==> src/rtl/fog_loop_pkg.sv <==
// Shared types and constants for the FOG closed-loop sequencer.
package fog_loop_pkg;

  typedef enum logic [1:0] {
    ST_IDLE   = 2'd0,
    ST_START  = 2'd1,
    ST_RUN    = 2'd2,
    ST_UPDATE = 2'd3
  } fog_state_e;

  localparam int unsigned MIN_HALF_PERIOD = 2;
  localparam int unsigned ACC_BIT_DEF     = 32;
  localparam int unsigned STEP_W          = 32;

endpackage

==> src/rtl/fog_demod_acc.sv <==
// Synchronous demodulator: adds samples in half 0, subtracts them in half 1.
// o_acc is the running sum including this cycle's sample (the value acc takes unless cleared).
module fog_demod_acc
  import fog_loop_pkg::*;
#(
  parameter int unsigned ADC_BIT = 14,
  parameter int unsigned ACC_BIT = ACC_BIT_DEF
) (
  input  logic                      i_clk,
  input  logic                      i_rst_n,
  input  logic signed [ADC_BIT-1:0] i_sample,
  input  logic                      i_half,
  input  logic                      i_acc_en,
  input  logic                      i_clear,
  output logic signed [ACC_BIT-1:0] o_acc
);

  logic signed [ACC_BIT-1:0] acc_q;
  logic signed [ACC_BIT-1:0] ext_c;

  always_comb begin
    ext_c = ACC_BIT'(i_sample);
    o_acc = acc_q;
    if (i_acc_en) begin
      o_acc = i_half ? (acc_q - ext_c) : (acc_q + ext_c);
    end
  end

  always_ff @(posedge i_clk) begin
    if (!i_rst_n || i_clear) begin
      acc_q <= '0;
    end else begin
      acc_q <= o_acc;
    end
  end

endmodule

==> src/rtl/fog_loop_sequencer.sv <==
// FOG loop sequencer: modulation/trigger generation, demodulation and step integration.
// Define FOG_STEP_SAT_EN to clamp o_step to [-STEP_LIMIT, +STEP_LIMIT]; otherwise it wraps.
module fog_loop_sequencer
  import fog_loop_pkg::*;
#(
  parameter int unsigned              ADC_BIT    = 14,
  parameter int unsigned              OUTPUT_BIT = 16,
  parameter int unsigned              ACC_BIT    = ACC_BIT_DEF,
  parameter logic signed [STEP_W-1:0] STEP_LIMIT = 32'sd1000000
) (
  input  logic                         i_clk,
  input  logic                         i_rst_n,
  input  logic                         i_en,
  input  logic [31:0]                  i_half_period,
  input  logic [31:0]                  i_wait_cnt,
  input  logic signed [OUTPUT_BIT-1:0] i_mod_amp,
  input  logic signed [ADC_BIT-1:0]    i_adc,
  input  logic [4:0]                   i_gain_shift,
  input  logic                         i_polarity,
  output logic                         o_trig,
  output logic signed [OUTPUT_BIT-1:0] o_mod,
  output logic signed [STEP_W-1:0]     o_step,
  output logic                         o_fb_on,
  output logic signed [ACC_BIT-1:0]    o_err,
  output logic                         o_err_valid
);

  localparam int unsigned SUM_W = STEP_W + 1;

`ifdef FOG_STEP_SAT_EN
  localparam bit SAT_EN = 1'b1;
`else
  localparam bit SAT_EN = 1'b0;
`endif

  fog_state_e                  state_q;
  logic [31:0]                 cnt_q;
  logic                        half_q;
  logic [31:0]                 hp_q;
  logic [31:0]                 wait_q;
  logic                        trig_q;
  logic signed [OUTPUT_BIT-1:0] mod_q;
  logic signed [STEP_W-1:0]    step_q;
  logic                        fb_on_q;
  logic signed [ACC_BIT-1:0]   err_q;
  logic                        err_valid_q;

  logic [31:0]                 hp_cfg_c;
  logic                        last_c;
  logic                        end_c;
  logic                        acc_en_c;
  logic                        acc_clr_c;
  logic signed [ACC_BIT-1:0]   acc_sum_c;
  logic signed [OUTPUT_BIT-1:0] neg_amp_c;
  logic signed [ACC_BIT-1:0]   err_pol_c;
  logic signed [ACC_BIT-1:0]   err_sh_c;
  logic signed [SUM_W-1:0]     sum_c;
  logic signed [SUM_W-1:0]     lim_c;
  logic signed [STEP_W-1:0]    step_d;

  // Period bookkeeping and integrator arithmetic
  always_comb begin
    hp_cfg_c  = (i_half_period < 32'(MIN_HALF_PERIOD)) ? 32'(MIN_HALF_PERIOD) : i_half_period;
    last_c    = (cnt_q == (hp_q - 32'd1));
    end_c     = (state_q == ST_RUN) && last_c && half_q;
    acc_en_c  = (state_q == ST_RUN) && (cnt_q >= wait_q);
    acc_clr_c = !i_en || (state_q != ST_RUN) || end_c;
    neg_amp_c = -i_mod_amp;
    err_pol_c = i_polarity ? -err_q : err_q;
    err_sh_c  = err_pol_c >>> i_gain_shift;
    sum_c     = SUM_W'(step_q) + SUM_W'(err_sh_c);
    lim_c     = SUM_W'(STEP_LIMIT);
    step_d    = sum_c[STEP_W-1:0];
    if (SAT_EN) begin
      if (sum_c > lim_c) begin
        step_d = STEP_LIMIT;
      end else if (sum_c < -lim_c) begin
        step_d = -STEP_LIMIT;
      end
    end
  end

  fog_demod_acc #(
    .ADC_BIT (ADC_BIT),
    .ACC_BIT (ACC_BIT)
  ) u_demod (
    .i_clk    (i_clk),
    .i_rst_n  (i_rst_n),
    .i_sample (i_adc),
    .i_half   (half_q),
    .i_acc_en (acc_en_c),
    .i_clear  (acc_clr_c),
    .o_acc    (acc_sum_c)
  );

  // Sequencer FSM with registered outputs; disable behaves like reset
  always_ff @(posedge i_clk) begin
    if (!i_rst_n || !i_en) begin
      state_q     <= ST_IDLE;
      cnt_q       <= '0;
      half_q      <= 1'b0;
      hp_q        <= 32'(MIN_HALF_PERIOD);
      wait_q      <= '0;
      trig_q      <= 1'b0;
      mod_q       <= '0;
      step_q      <= '0;
      fb_on_q     <= 1'b0;
      err_q       <= '0;
      err_valid_q <= 1'b0;
    end else begin
      case (state_q)
        ST_IDLE: begin
          state_q <= ST_START;
        end
        ST_START: begin
          hp_q    <= hp_cfg_c;
          wait_q  <= i_wait_cnt;
          cnt_q   <= '0;
          half_q  <= 1'b0;
          fb_on_q <= 1'b1;
          mod_q   <= i_mod_amp;
          trig_q  <= 1'b0;
          state_q <= ST_RUN;
        end
        ST_RUN: begin
          trig_q      <= last_c;
          err_valid_q <= 1'b0;
          if (last_c) begin
            cnt_q <= '0;
            if (half_q) begin
              half_q      <= 1'b0;
              mod_q       <= i_mod_amp;
              err_q       <= acc_sum_c;
              err_valid_q <= 1'b1;
              state_q     <= ST_UPDATE;
            end else begin
              half_q <= 1'b1;
              mod_q  <= neg_amp_c;
            end
          end else begin
            cnt_q <= cnt_q + 32'd1;
            mod_q <= half_q ? neg_amp_c : i_mod_amp;
          end
        end
        ST_UPDATE: begin
          step_q      <= step_d;
          hp_q        <= hp_cfg_c;
          wait_q      <= i_wait_cnt;
          cnt_q       <= '0;
          half_q      <= 1'b0;
          mod_q       <= i_mod_amp;
          trig_q      <= 1'b0;
          err_valid_q <= 1'b0;
          state_q     <= ST_RUN;
        end
        default: begin
          state_q <= ST_IDLE;
        end
      endcase
    end
  end

  assign o_trig      = trig_q;
  assign o_mod       = mod_q;
  assign o_step      = step_q;
  assign o_fb_on     = fb_on_q;
  assign o_err       = err_q;
  assign o_err_valid = err_valid_q;

endmodule
==> config.mk <==
export PLATFORM = sky130hd
export DESIGN_NAME = fog_loop_sequencer
export DESIGN_NICKNAME = d
export VERILOG_FILES = /design/src/rtl/fog_loop_pkg.sv /design/src/rtl/fog_demod_acc.sv /design/src/rtl/fog_loop_sequencer.sv
export SDC_FILE = /design/constraint.sdc
export NUM_CORES = 1
export LEC_CHECK = 0
export BUFFER_PORTS_ARGS = -buffer_cell sky130_fd_sc_hd__buf_2
export CAP_MARGIN = 10
export CORE_MARGIN = 4
export CORE_UTILIZATION = 50
export CTS_BUF_LIST = sky130_fd_sc_hd__clkbuf_4
export DETAILED_ROUTE_END_ITERATION = 8
export PLACE_DENSITY = 0.7
export SLEW_MARGIN = 5
export SYNTH_ARGS = -nofsm -noshare
export SYNTH_HDL_FRONTEND = slang
export SYNTH_SLANG_ARGS = --single-unit
==> constraint.sdc <==
create_clock -name i_clk -period 9 [get_ports i_clk]
set_input_delay 0.45 -clock i_clk [delete_from_list [all_inputs] [get_ports i_clk]]
set_output_delay 0.45 -clock i_clk [all_outputs]
set_load 0.01 [all_outputs]
Word level (Yosys, flattened, before mapping)
Index checks and enable logic that the tools add are counted.
{ "op_classes": {"addsub": 7, "magnitude_cmp": 2, "eq_ne": 7, "shifts": 1, "muxes": 20, "n_reduce_logical": 16} }
{ "op_table": {"columns": ["cell", "count"], "rows": [
  ["$mux 32", 5],
  ["$pmux 32 s2", 1],
  ["$mux 16", 3],
  ["$add 32x1->32 const B", 1],
  ["$add 32x14->32", 1],
  ["$add 32x32->32", 1],
  ["$eq 32x32->1", 1],
  ["$ge 32x32->1", 1],
  ["$lt 32x2->1 const B", 1],
  ["$neg 32->32", 1],
  ["$pmux 16 s2", 1],
  ["$sshr 32x5->32", 1],
  ["$sub 32x1->32 const B", 1],
  ["$sub 32x14->32", 1],
  ["$neg 16->16", 1],
  ["$ne 2x2->1 const B", 3],
  ["$pmux 1 s2", 3],
  ["$pmux 2 s3", 1],
  ["$eq 2x2->1 const B", 2],
  ["$logic_or 1x1->1", 4],
  ["$mux 1", 4],
  ["$mux 2", 2],
  ["$reduce_and 2->1", 2],
  ["$reduce_bool 2->1", 2],
  ["other kinds (6)", 9]
]} }
{ "word_totals": {"ff_bits": 214, "in_bits": 103, "out_inout_bits": 83} }

Longest topological paths before layout
{ "depth": {"ltp_word": 6, "ltp_mapped": 23, "depth_no_buf": 23} }

Hierarchy
Synthesis repeated with hierarchy kept, for this count alone.
{ "unflattened": {"hier_cells": 2233, "area_unflattened_um2": 17207.8} }
{ "by_module_without_submodules": {"columns": ["module", "instances", "cells_each", "area_per_inst_um2", "seq_area_each_um2"], "rows": [
  ["fog_loop_sequencer", 1, 1748, 13575.5, 3643.5],
  ["fog_demod_acc", 1, 485, 3632.2, 640.6]
]} }

Worst setup path before layout
No wires, ideal clock.
{ "synth_path": {"kind": "register to register", "start": "register err_q[2], in the netlist o_err[2]", "end": "register step_q[30], in the netlist o_step[30]", "setup_ns": 0.117, "arrival_time_ns": 5.589, "path_slack_ns": 3.294, "stages_incl_launch_ff": 23, "path_buffers": 1, "period_less_slack_ns": 5.706, "cell_sequence": "dfxtp_1 clkbuf_1 or4_1 nor3_1 nand2_1 o41ai_2 xor2_1 a21oi_1 a22oi_1 mux4_2 a21oi_1 ha_1 fa_1 a21oi_1 nand4b_1 a2111oi_0 o41a_1 o311a_1 o2111ai_1 nand4_1 a41oi_1 xnor2_1 a22o_1"} }
{ "synth_between": {"elab_chain_len": 4} }
{ "synth_rtl": {"columns": ["element", "line_no", "source"], "rows": [
  ["start, declared", "fog_loop_sequencer.sv:45", "logic signed [ACC_BIT-1:0] err_q;"],
  ["start signal, assigned", "fog_loop_sequencer.sv:133", "err_q <= acc_sum_c;"],
  ["$neg 32->32", "fog_loop_sequencer.sv:69", "err_pol_c = i_polarity ? -err_q : err_q;"],
  ["$mux 32 *", "fog_loop_sequencer.sv:69", null],
  ["$sshr 32x5->32 *", "fog_loop_sequencer.sv:70", "err_sh_c = err_pol_c >>> i_gain_shift;"],
  ["$add 32x32->32 *", "fog_loop_sequencer.sv:71", "sum_c = SUM_W'(step_q) + SUM_W'(err_sh_c);"],
  ["end signal, assigned", "fog_loop_sequencer.sv:146", "step_q <= step_d;"],
  ["end, declared", "fog_loop_sequencer.sv:43", "logic signed [STEP_W-1:0] step_q;"]
]} }
Every way passes the cells marked *; elsewhere a longest branch is shown, timed or not.
A chain may end at the register's enable or synchronous reset.

Final worst setup path
Ends and elaborated chain as after synthesis.

==> reports/results.tsv <==
metric	value	unit
hold_viol_final	0	
clk_latency	0.82	ns
synthArstFlopShare	0	%
cts_buffer_depth	3	
grt_pass1_wl	78820	um
std_cell_rows	66	
synth_fa_ha_area_share	8.011	%
switching_share	29.10	%
synth_top_family_by_area	compound AO/OA/AOI/OAI gates	
syn_inst	2059	
min_path_type	in2reg	
dieArea	35830	um^2
yosysTopAreaCell	dfxtp_1	
area.growth.synth_to_final	16.72	%
synth_cell_type_count	90	
drtIter0Drc	1137	
io_pins	186	
ctsResizeCount	0	
setup_tns	0	ns
peakVddDrop	0.1015	mV
grt_use_met2	45.43	%
crit_path_frequent_cell	a21oi_1	
clock-root-buffer	clkbuf_4	
post-cts-setup-buffer-count	0	
coreArea	32450	um^2
p_per_area	114.1	nW/um^2
antenna_left	0	
met3_usage	3.687	%
p_leak	0.008102	uW
end_kind	flip-flop	
grtUsageTotal	26.22	%
grtUsageMet1	33.23	%
p_clk_share	41.8	%
grt_pass1_vias	15730	
syn_area	16430	um^2
yosys_warnings	0	
dpl.hpwl	35250	um
p_int	1551	uW
numCtsBuffers	60	
path_max_fanout	10	
synth.most_common_cell	nor2_1	
cap_violations	0	
gp_congestion	0.9200	
ys_dominant_reg_cell	dfxtp_1	
synthTopCellsByCount	nor2_1, dfxtp_1, nand2_1	
nets	2500	
finalWirelength	48380	um
yosys.area.top_type_share	26.07	%
route.vias.total	16140	
synth_edf_count	0	
cts_tree	yes	
rsz0062_at_grt	false	
r2r_end	o_step[30]	
drt-wirelength-per-cell	17.39	um
overflow	0	
grt_max_degree	78	
cts.sinks	214	
hold_start	i_adc[0]	
die_w	189.3	um
critPathSlowestCell	nor3_1	
slew_viol_final	0	
vias_per_cell	5.799	
synth_compound_area_share	23.45	%
die_height	189.3	um
drive_gt1_share	15.86	%
drc	0	
holdPathEnd	u_demod.acc_q[0]	
grt_busiest_layer	met2	
slew_headroom	31.66	%
finClkSkew	0.08445	ns
start_kind	flip-flop	
clk_pin_slew	0.07	ns
syn_nets	2266	
dr.pass1.iters	5	
critPathArrivalTime	7.49	ns
slowest_delay	0.68	ns
h-tree-depth	2	
worstSetupPathType	reg2reg	
setup_viol	0	
grt_antenna_before_repair	2	
synth-seq-area-share	26.07	%
synth-seq-cells	214	
finalPower	2187	uW
finalCritPeriodShare	76.24	%
port_buffers	185	
power_switching	636.4	uW
muxShareOfSynthArea	9.214	%
rr_worst_depth	21	
crit_chain	or4_1, nor3_1, nand2_1, o41ai_2, xor2_1, a21oi_1, a22oi_1, mux4_2, a21oi_1, ha_1, fa_1, a21oi_1, nand4b_1, a2111oi_0, o41a_1, o311a_1, o2111ai_1, nand4_1, a41oi_1, xnor2_1, a22o_1	
combinationalPowerShare	13.9	%
initial_utilization	50.63	%
synthSimpleGateAreaFrac	21.54	%
ys_top_cells_by_area	dfxtp_1, ha_1, mux2i_1	
syn_area_per_cell	7.980	um^2
cts_hold_buf	81	
status	completed	
worstReg2RegStart	o_err[2]	
period_minus_slack	6.861	ns
fmax	145.7	MHz
r2r_setup_slack	2.14	ns
hold_depth	5	
required	9.63	ns
synth_xor_area_share	7.036	%
tightest_slew	1.024	ns
seqPwrFrac	44.3	%
-- cell families after synthesis --
group | after synthesis
AOI/OAI and AO/OA | 555
xor gates and xnor gates | 132
muxes | 136
adders and majority gates | 104
and+or+nand+nor | 722
buffers and inverters | 196
DFF | 214
-- area by class of cell --
class                      count  area, um^2
clock buffer                  84       630.6
antenna                        2       5.005
inverter                      88       330.3
clock inverter                24       140.1
fill                        2988       13280
sequential                   214        4288
multi-input combinational   1649       11390
timing repair buffer         280        1842
tap                          442       553.0
-- sequential cells by signal (all words and copies together) (netlist names) --
name           count
cnt_q             32
half_q             1
hp_q              32
o_err             32
o_err_valid        1
o_fb_on            1
o_mod             16
o_step            32
o_trig             1
state_q            2
u_demod.acc_q     32
wait_q            32
-- power groups by stage --
stage	combinational, uW	sequential [uW]	clock [uW]
2_1_floorplan	197	985	0
3_3_place_gp	269	990	0
3_5_place_dp	273	991	0
4_1_cts	301	969	947
5_1_grt	336	970	993
6_report	305	969	913
-- through the flow --
step / hold WS (ns) / cells / util, % / setup WS (ns) / area (um^2)
detailed placement: 0.4496 / 2592 / 54.21 / 2.276 / 17590
global placement: 0.4423 / 2592 / 54.21 / 2.528 / 17590
floorplan: 0.4604 / 2059 / - / 3.294 / 16430
global route: 0.2184 / 2783 / 59.09 / 1.794 / 19180
finish: 0.2077 / 2783 / 59.09 / 2.139 / 19180
CTS: 0.1377 / 2781 / 59.08 / 2.231 / 19170
-- worst max-delay path, delay by kind of cell, from the launching register on --
family | cells | cell delay (ns)
flops | 1 | 0.40
fa+ha+maj | 2 | 0.68
xor+xnor | 2 | 0.58
compound gates | 11 | 2.86
mux | 1 | 0.35
simple gates | 5 | 1.84
-- per-layer routing --
layer	part of all wire (%)	vias to the layer above
met5	0	-
met4	3.1	0
met3	5.2	88
met2	49	435
met1	43	7589
li1	-	8027
-- worst max-delay path by stage --
stage | end | slack, ns | from
5_1_grt | o_step[30] | 1.79 | o_err[2]
6_report | o_step[30] | 2.14 | o_err[2]
3_5_place_dp | o_step[30] | 2.28 | o_err[2]
4_1_cts | o_step[30] | 2.23 | o_err[2]
2_1_floorplan | o_step[30] | 3.29 | o_err[2]
3_3_place_gp | o_step[30] | 2.53 | o_err[2]
-- placed cells by master, fill, tap and decap left out, types with 14 or more instances in the layout --
cell           synthesis  final
a211oi_1              26     26
a21o_1                45     45
a21oi_1              158    158
a31oi_1               22     22
and2_1                21     21
and3_1                16     16
buf_2                  5    185
buf_4                  1     14
clkbuf_4               0     84
clkinv_1               3     16
dfxtp_1              214    213
dlygate4sd3_1          0     81
ha_1                 102    102
inv_1                 84     84
mux2i_1              113    112
nand2_1              187    186
nand3_1               61     61
nand4_1               19     19
nor2_1               217    217
nor2b_1               15     15
nor3_1                63     63
nor3b_1               15     15
nor4_1                16     16
o211ai_1              18     18
o21a_1                15     15
o21ai_0               95     95
o21bai_1              15     15
o2bb2ai_2             20     20
or3_1                 23     23
or4_1                 20     20
xnor2_1               82     82
xor2_1                50     50
Note: power is estimated with default switching activity, not from simulation.
